## src/rtl/wdog_pkg.sv

```systemverilog
// ---------------------------------------------------------------------------
// wdog_pkg
// Shared types and constants for the hang-detection watchdog.
//   wdog_state_t : controller state encoding (also the State output encoding)
//   WDOG_CNTW    : default width of the stall counter and threshold
// ---------------------------------------------------------------------------
package wdog_pkg;

    localparam int WDOG_CNTW = 32;

    typedef enum logic [1:0] {
        IDLE    = 2'b00,
        ARMED   = 2'b01,
        WARN    = 2'b10,
        EXPIRED = 2'b11
    } wdog_state_t;

endpackage

```

## src/rtl/wdog_if.sv

```systemverilog
// ---------------------------------------------------------------------------
// wdog_if
// Signal bundle between the testbench top (master) and wdog_ctrl (slave).
//   master drives : PCW, InstrValidW, Arm, Disarm, Pause, LoadThresh, ThreshIn
//   slave drives  : State, Warn, Expired, StuckPC, Count
// ---------------------------------------------------------------------------
interface wdog_if #(
    parameter int XLEN = 64,
    parameter int CNTW = wdog_pkg::WDOG_CNTW
);
    logic [XLEN-1:0] PCW;
    logic            InstrValidW;
    logic            Arm;
    logic            Disarm;
    logic            Pause;
    logic            LoadThresh;
    logic [CNTW-1:0] ThreshIn;
    logic [1:0]      State;
    logic            Warn;
    logic            Expired;
    logic [XLEN-1:0] StuckPC;
    logic [CNTW-1:0] Count;

    modport master (
        output PCW, InstrValidW, Arm, Disarm, Pause, LoadThresh, ThreshIn,
        input  State, Warn, Expired, StuckPC, Count
    );

    modport slave (
        input  PCW, InstrValidW, Arm, Disarm, Pause, LoadThresh, ThreshIn,
        output State, Warn, Expired, StuckPC, Count
    );
endinterface

```

## src/rtl/wdog_progress.sv

```systemverilog
// ---------------------------------------------------------------------------
// wdog_progress
// Holds the last retired PC and flags forward progress.
//   clk, reset  : clock, synchronous active-high reset
//   en          : allows LastPCW to update (low once the watchdog expired)
//   load        : capture PCW unconditionally (arming)
//   pc          : writeback-stage PC
//   instr_valid : instruction retired this cycle
//   progress    : retire of a PC different from the last retired one
//   last_pc     : last retired / captured PC (flop output)
// ---------------------------------------------------------------------------
module wdog_progress
    import wdog_pkg::*;
#(
    parameter int XLEN = 64
) (
    input  logic            clk,
    input  logic            reset,
    input  logic            en,
    input  logic            load,
    input  logic [XLEN-1:0] pc,
    input  logic            instr_valid,
    output logic            progress,
    output logic [XLEN-1:0] last_pc
);

    // A spin loop retiring the same PC is not progress.
    assign progress = instr_valid && (pc != last_pc);

    always_ff @(posedge clk) begin
        if (reset) begin
            last_pc <= '0;
        end else if (en && (instr_valid || load)) begin
            last_pc <= pc;
        end
    end

endmodule

```

## src/rtl/wdog_ctrl.sv

```systemverilog
// ---------------------------------------------------------------------------
// wdog_ctrl
// Testbench hang detector: counts cycles without forward progress at
// writeback and sequences IDLE -> ARMED -> (WARN) -> EXPIRED.
//   clk, reset : clock, synchronous active-high reset
//   bus        : wdog_if.slave (PCW/InstrValidW probes, Arm/Disarm/Pause,
//                LoadThresh/ThreshIn, State/Warn/Expired/StuckPC/Count)
// Build option: define WDOG_WARN_EN to enable the WARN state and Warn output;
// without it ARMED goes straight to EXPIRED and Warn is tied low.
// ---------------------------------------------------------------------------
module wdog_ctrl
    import wdog_pkg::*;
#(
    parameter int            XLEN                   = 64,
    parameter int            CNTW                   = WDOG_CNTW,
    parameter logic [CNTW-1:0] WatchDogTimerThreshold = CNTW'(1000000)
) (
    input logic   clk,
    input logic   reset,
    wdog_if.slave bus
);

    wdog_state_t     state_q, state_next;
    logic [CNTW-1:0] count_q, count_next, count_d;
    logic [CNTW-1:0] thresh_q;
    logic            warn_q, warn_d;
    logic            expired_q, expired_d;
    logic            progress;
    logic            expire_c, warn_c;
    logic            arm_load;
    logic [XLEN-1:0] last_pc;

    function automatic logic [CNTW-1:0] sat_inc(input logic [CNTW-1:0] v);
        return (v == '1) ? v : v + 1'b1;
    endfunction

    assign arm_load = (state_q == IDLE) && bus.Arm && !bus.Disarm;

    wdog_progress #(.XLEN(XLEN)) u_progress (
        .clk         (clk),
        .reset       (reset),
        .en          (state_q != EXPIRED),
        .load        (arm_load),
        .pc          (bus.PCW),
        .instr_valid (bus.InstrValidW),
        .progress    (progress),
        .last_pc     (last_pc)
    );

    // Candidate count for this edge; progress beats Pause.
    always_comb begin
        count_next = sat_inc(count_q);
        if (progress)       count_next = '0;
        else if (bus.Pause) count_next = count_q;
    end

    assign expire_c = (thresh_q != '0) && (count_next >= thresh_q);
`ifdef WDOG_WARN_EN
    assign warn_c = (count_next != '0) && (count_next >= (thresh_q >> 1)) && !expire_c;
`else
    assign warn_c = 1'b0;
`endif

    // FSM next state; Disarm outranks expiry.
    always_comb begin
        state_next = state_q;
        case (state_q)
            IDLE:    if (arm_load) state_next = ARMED;
            ARMED: begin
                if (bus.Disarm)    state_next = IDLE;
                else if (expire_c) state_next = EXPIRED;
                else if (warn_c)   state_next = WARN;
            end
            WARN: begin
                if (bus.Disarm)    state_next = IDLE;
                else if (expire_c) state_next = EXPIRED;
                else if (progress) state_next = ARMED;
            end
            default:               state_next = EXPIRED;
        endcase
    end

    // FSM outputs, registered so nothing reaches the ports combinationally.
    always_comb begin
        warn_d    = (state_next == WARN);
        expired_d = (state_next == EXPIRED);
        count_d   = count_next;
        if (state_q == EXPIRED)                          count_d = count_q;
        else if (state_q == IDLE || state_next == IDLE)  count_d = '0;
    end

    always_ff @(posedge clk) begin
        if (reset) begin
            state_q   <= IDLE;
            count_q   <= '0;
            thresh_q  <= WatchDogTimerThreshold;
            warn_q    <= 1'b0;
            expired_q <= 1'b0;
        end else begin
            state_q   <= state_next;
            count_q   <= count_d;
            warn_q    <= warn_d;
            expired_q <= expired_d;
            if (bus.LoadThresh && state_q != EXPIRED) thresh_q <= bus.ThreshIn;
        end
    end

    assign bus.State   = state_q;
    assign bus.Warn    = warn_q;
    assign bus.Expired = expired_q;
    assign bus.Count   = count_q;
    // LastPCW stops updating in EXPIRED, so it doubles as the frozen StuckPC.
    assign bus.StuckPC = last_pc;

endmodule
```

## src/flat_wrapper.sv

```systemverilog
// flat-port wrapper written by rule: the top's interface ports become plain ports
module wdog_ctrl_flat import wdog_pkg::*;
#(
    parameter int            XLEN                   = 64,
    parameter int            CNTW                   = WDOG_CNTW,
    parameter logic [CNTW-1:0] WatchDogTimerThreshold = CNTW'(1000000)
)
  (clk, reset, bus_PCW, bus_InstrValidW, bus_Arm, bus_Disarm, bus_Pause, bus_LoadThresh, bus_ThreshIn, bus_State, bus_Warn, bus_Expired, bus_StuckPC, bus_Count);
  wdog_if #(.XLEN(XLEN), .CNTW(CNTW)) bus_i ();
  input logic clk;
  input logic reset;
  input wire logic [$bits(bus_i.PCW)-1:0] bus_PCW;
  input wire logic [$bits(bus_i.InstrValidW)-1:0] bus_InstrValidW;
  input wire logic [$bits(bus_i.Arm)-1:0] bus_Arm;
  input wire logic [$bits(bus_i.Disarm)-1:0] bus_Disarm;
  input wire logic [$bits(bus_i.Pause)-1:0] bus_Pause;
  input wire logic [$bits(bus_i.LoadThresh)-1:0] bus_LoadThresh;
  input wire logic [$bits(bus_i.ThreshIn)-1:0] bus_ThreshIn;
  output wire logic [$bits(bus_i.State)-1:0] bus_State;
  output wire logic [$bits(bus_i.Warn)-1:0] bus_Warn;
  output wire logic [$bits(bus_i.Expired)-1:0] bus_Expired;
  output wire logic [$bits(bus_i.StuckPC)-1:0] bus_StuckPC;
  output wire logic [$bits(bus_i.Count)-1:0] bus_Count;
  assign bus_i.PCW = bus_PCW;
  assign bus_i.InstrValidW = bus_InstrValidW;
  assign bus_i.Arm = bus_Arm;
  assign bus_i.Disarm = bus_Disarm;
  assign bus_i.Pause = bus_Pause;
  assign bus_i.LoadThresh = bus_LoadThresh;
  assign bus_i.ThreshIn = bus_ThreshIn;
  assign bus_State = bus_i.State;
  assign bus_Warn = bus_i.Warn;
  assign bus_Expired = bus_i.Expired;
  assign bus_StuckPC = bus_i.StuckPC;
  assign bus_Count = bus_i.Count;
  wdog_ctrl #(.XLEN(XLEN), .CNTW(CNTW), .WatchDogTimerThreshold(WatchDogTimerThreshold)) u_core (.clk(clk), .reset(reset), .bus(bus_i));
endmodule
```

## config.mk

```make
export PLATFORM = sky130hd
export DESIGN_NAME = wdog_ctrl_flat
export DESIGN_NICKNAME = d
export VERILOG_FILES = /design/src/rtl/wdog_pkg.sv /design/src/rtl/wdog_if.sv /design/src/rtl/wdog_progress.sv /design/src/rtl/wdog_ctrl.sv /design/src/flat_wrapper.sv
export SDC_FILE = /design/constraint.sdc
export NUM_CORES = 1
export LEC_CHECK = 0
export ABC_AREA = 1
export CORE_ASPECT_RATIO = 1.2
export CORE_MARGIN = 5
export CORE_UTILIZATION = 55
export DETAILED_ROUTE_END_ITERATION = 10
export DONT_BUFFER_PORTS = 1
export PLACE_DENSITY_LB_ADDON = 0.12
export SYNTH_ARGS = -nofsm -noshare
export SYNTH_HDL_FRONTEND = slang
export SYNTH_HIERARCHICAL = 1
export SYNTH_SLANG_ARGS = --single-unit
```

## constraint.sdc

```tcl
create_clock -name clk -period 3.5 [get_ports clk]
set_input_delay 0.175 -clock clk [delete_from_list [all_inputs] [get_ports clk]]
set_output_delay 0.175 -clock clk [all_outputs]
set_load 0.02 [all_outputs]
```

==> results by group <==
Worst setup path
  • Endpoint of the worst register-to-register path: u_core/bus.Count[18]
  • R2r worst-path depth: 29
  • CP Class: flop to flop
  • Setup slack of the most critical reg-to-reg path: -0.24 ns
  • Setup crit start kind: flop
  • Delay of the slowest critical-path stage: 0.33 ns
  • Type of destination of the critical path: flop
  • Crit-path slowest cell: sky130_fd_sc_hd__dfxtp_2
  • Largest fanout on the critical path: 8
  • Cell type with the highest occurrence count on the critical path: sky130_fd_sc_hd__nand2_2
  • Required arrival time at the worst endpoint: 3.79 ns
  • Worst setup path startpoint: u_core/u_progress/last_pc[7]
  • Startpoint of the worst register-to-register path: u_core/u_progress/last_pc[7]
  • Critical path arrival: 4.03 ns

Timing
  • Worst rel slew slack: 0.110
  • Slew Viols, Final: 0
  • Min Hold Slack: 0.0293 ns
  • Final critical path time including I/O delays and setup: 3.74 ns
  • Setup repair after global routing missed its margin: true
  • Clock skew: 0.0151 ns
  • Final worst-path cycle share: 1.07
  • Smallest setup slack after layout: -0.237 ns
  • Pin slew with the least headroom to its limit: around 1.3 ns
  • Max frequency: 268 MHz
  • Number of hold violations in the final report: 0
  • Total of endpoints with negative setup slack in the final report: 32

Floorplan
  • Chip Height: 144 um
  • Total die area: roughly 17,000 um^2
  • Placement Rows: 48
  • Area inside the core boundary: 14,500 um^2
  • Starting Density: 0.565
  • Overall die width: 121 um
  • IO Count: just over 200

Synth
  • Compound-cell area share of the yosys netlist: 0.143
  • Netlist area before placement: roughly 8200 um^2
  • Largest family of logic cells by synthesized area: simple AND/OR/NAND/NOR gates
  • Post-synth EDFFs: 0
  • Simple-gate portion of the synthesized area: 0.304
  • Yosys Warn Count: 6
  • Sequential share of the synthesized area: 0.323
  • Ys async rst share: 0
  • Mapped Cells: 1,198
  • Mean Syn Cell Area: ~6.8 um^2
  • Most instantiated flip-flop cell in the synthesis netlist: sky130_fd_sc_hd__dfxtp_1
  • Yosys cell types: 39
  • Mux cell area share after synthesis: 0
  • Post-synthesis net count: ~1,300
  • Synthesized-area fraction occupied by xor and xnor cells: 0.0825
  • Flip-flop and latch count after synthesis: around 130
  • Post-Synth Adder-Cell Area: 0.0505

Pwr
  • Portion of total power attributed to sequential cells: 0.369
  • Switching share of power: 0.280
  • Clock group share of total power: 0.438
  • Fraction of power consumed by combinational cells: 0.194
  • Power dissipated by switching net loads: ~0.0012 W
  • Leakage power summed over all cells: roughly 5.2 nW
  • Internal power contribution: 0.00319 W
  • Highest ir drop seen on vdd: 0.000261 V
  • Power Density: 389 nW/um^2

Layout
  • Most common library cell in the layout ignoring fill and taps: sky130_fd_sc_hd__nand2_1
  • Post-layout instance area: 11,400 um^2
  • Antenna diode count: 0
  • Fraction of final layout cells sized beyond drive strength 1: 0.227
  • Commonest cells after routing, fill and taps aside: 314 x sky130_fd_sc_hd__nand2_1, 129 x sky130_fd_sc_hd__buf_4, 121 x sky130_fd_sc_hd__inv_1, 115 x sky130_fd_sc_hd__a21oi_1, 102 x sky130_fd_sc_hd__dfxtp_1
  • Final cell utilization of the core: 0.787
  • Area growth from synthesis to final layout: 39.3%
  • Net count, final: 1,537

Routing
  • Remaining design rule violation count: 0
  • DRT antenna net count: 0
  • Initial detailed-routing violation count: between 1,000 and 1,500
  • Drt first pass iters: 6
  • Total number of vias: slightly above 9,000
  • Per-cell routed wire length: roughly 19 um
  • Via-per-instance ratio: ~5.7
  • Total wire length: between 30,000 and 40,000 um

Clocking
  • H-Tree Level Count: 4
  • CTS tree: built
  • Later-pin clock latency in the skew report: 0.43 ns
  • Root cell of the clock tree: sky130_fd_sc_hd__clkbuf_16
  • Clock transition at the registers of the reported paths: about 0.060 ns
  • Buffer depth of the longest clock path: 2
  • Number of clock buffers inserted by TritonCTS: 17
  • Clock sink count: 132

Place
  • Quantity of I/O buffers inserted on ports: 0
  • Placer's final routability congestion estimate: between 0.9 and 1
  • Area after detailed placement: just over 9000 um^2
  • Final HPWL DP: between 15,000 and 20,000 um
  • Placement-stage worst setup slack: between 0.005 and 0.006 ns

Global routing
  • Antenna violations before repair: 0
  • Vias in the first global route: 8,489
  • Gr usage total: 0.306
  • Pin count of the biggest net entering global routing: 75
  • Global-route wire length before repair: 42,300 um
  • Remaining global-route overflow: 0

Run
  • Number of max-capacitance violations reported: 0

Outcome
  • Outcome: finished, violations left
  • Failing checks: negative setup slack

Hold path
  • Hold Crit Endpoint: u_core/thresh_q[28]
  • Min-delay worst type: input pin to flop
  • Hold_sp: bus_ThreshIn[28]
  • Number of cells on the worst hold path: 2
## critical path: cells and delay by family, from the launching register on
family,cells,cell delay (ns)
AOI/OAI and AO/OA,4,0.55
xor gates and xnor gates,1,0.20
adders and majority gates,1,0.21
buffers and inverters,5,0.72
DFF,1,0.33
and+or+nand+nor,18,1.59
## routing by layer
| layer | track usage | wire [um] |
|---|---|---|
| met1 | 0.318 | 10600 |
| met2 | 0.563 | 15100 |
| met3 | 0.0898 | 2970 |
| met4 | 0.143 | 1870 |
| met5 | 0 | 0 |
## state kept, by name, indices dropped and copies added (netlist names)
name and count:
u_core/bus.Count 32, u_core/bus.Expired 1, u_core/bus.State 2, u_core/bus.Warn 1, u_core/thresh_q 32, u_core/u_progress/last_pc 64
## through the flow
step	total power, W	instances	TNS (ns)
floorplan	0.00213	1198	0
global placement	0.00228	1464	0
detailed placement	0.00229	1464	0
CTS	0.00433	1593	0
global route	0.00460	1614	-10.43
finish	0.00443	1614	-5.97
## Yosys cell counts (3+ instances only)
| cell type | number | share of area |
|---|---|---|
| sky130_fd_sc_hd__nor2_2 | 5 | 0.0038 |
| sky130_fd_sc_hd__nor4_1 | 4 | 0.0031 |
| sky130_fd_sc_hd__buf_6 | 7 | 0.0096 |
| sky130_fd_sc_hd__buf_4 | 3 | 0.0028 |
| sky130_fd_sc_hd__a21oi_1 | 123 | 0.075 |
| sky130_fd_sc_hd__nor3_1 | 14 | 0.0086 |
| sky130_fd_sc_hd__nand2_1 | 326 | 0.15 |
| sky130_fd_sc_hd__inv_1 | 124 | 0.057 |
| sky130_fd_sc_hd__nand4_1 | 15 | 0.011 |
| sky130_fd_sc_hd__buf_2 | 18 | 0.011 |
| sky130_fd_sc_hd__xnor2_1 | 64 | 0.069 |
| sky130_fd_sc_hd__o211ai_1 | 15 | 0.014 |
| sky130_fd_sc_hd__nor2_1 | 111 | 0.051 |
| sky130_fd_sc_hd__nand3_2 | 17 | 0.021 |
| sky130_fd_sc_hd__inv_2 | 4 | 0.0018 |
| sky130_fd_sc_hd__clkbuf_1 | 23 | 0.011 |
| sky130_fd_sc_hd__buf_1 | 5 | 0.0023 |
| sky130_fd_sc_hd__xor2_1 | 13 | 0.014 |
| sky130_fd_sc_hd__nand2_2 | 3 | 0.0023 |
| sky130_fd_sc_hd__a211oi_1 | 10 | 0.0092 |
| sky130_fd_sc_hd__o211ai_2 | 11 | 0.017 |
| sky130_fd_sc_hd__o21ai_0 | 38 | 0.023 |
| sky130_fd_sc_hd__dfxtp_1 | 132 | 0.32 |
| sky130_fd_sc_hd__or2_2 | 3 | 0.0023 |
| sky130_fd_sc_hd__nand3_1 | 62 | 0.038 |
| sky130_fd_sc_hd__ha_1 | 33 | 0.050 |
## cells by family after synthesis
logic type	after synthesis
AOI/OAI and AO/OA	202
xor gates and xnor gates	77
adders and majority gates	33
buffers and inverters	185
DFF	132
and+or+nand+nor	569
## final cells by class
type | count | area [um^2]
multi-input cells | 881 | 5090
fillers | 995 | 3080
flip-flops and latches | 132 | 2690
repair buffers | 241 | 2240
inverters | 128 | 480
clock buffers | 20 | 457
well taps | 200 | 250
clock inverters | 12 | 176
## worst max path at each step
stage	endpoint	slack, ns	cells past startpoint
2_1_floorplan	u_core/bus.Count[8]	0.13	31
3_3_place_gp	u_core/bus.Count[15]	0.08	25
6_report	u_core/bus.Count[18]	-0.24	29
3_5_place_dp	u_core/bus.Count[11]	0.005	25
5_1_grt	u_core/bus.Count[18]	-0.36	31
4_1_cts	u_core/bus.Count[11]	0.0003	27
## power by group through the flow
| stage | combinational, W | sequential (W) | clock [W] |
|---|---|---|---|
| 3_3_place_gp | 0.000622 | 0.00166 | 0 |
| 2_1_floorplan | 0.000401 | 0.00173 | 0 |
| 3_5_place_dp | 0.000631 | 0.00166 | 0 |
| 6_report | 0.000858 | 0.00163 | 0.00194 |
| 4_1_cts | 0.000745 | 0.00163 | 0.00195 |
| 5_1_grt | 0.000922 | 0.00164 | 0.00203 |
## repair_timing
item / CTS / global route
buffers inserted: 1 / 15
hold buffers: 96 / 0
resized for setup: 5 / 114
setup endpoints to repair: 32 / 36
cloned: 0 / 6
pin swaps: 1 / 60
hold endpoints to repair: 128 / 0
Power figures use the tool's default switching activity.
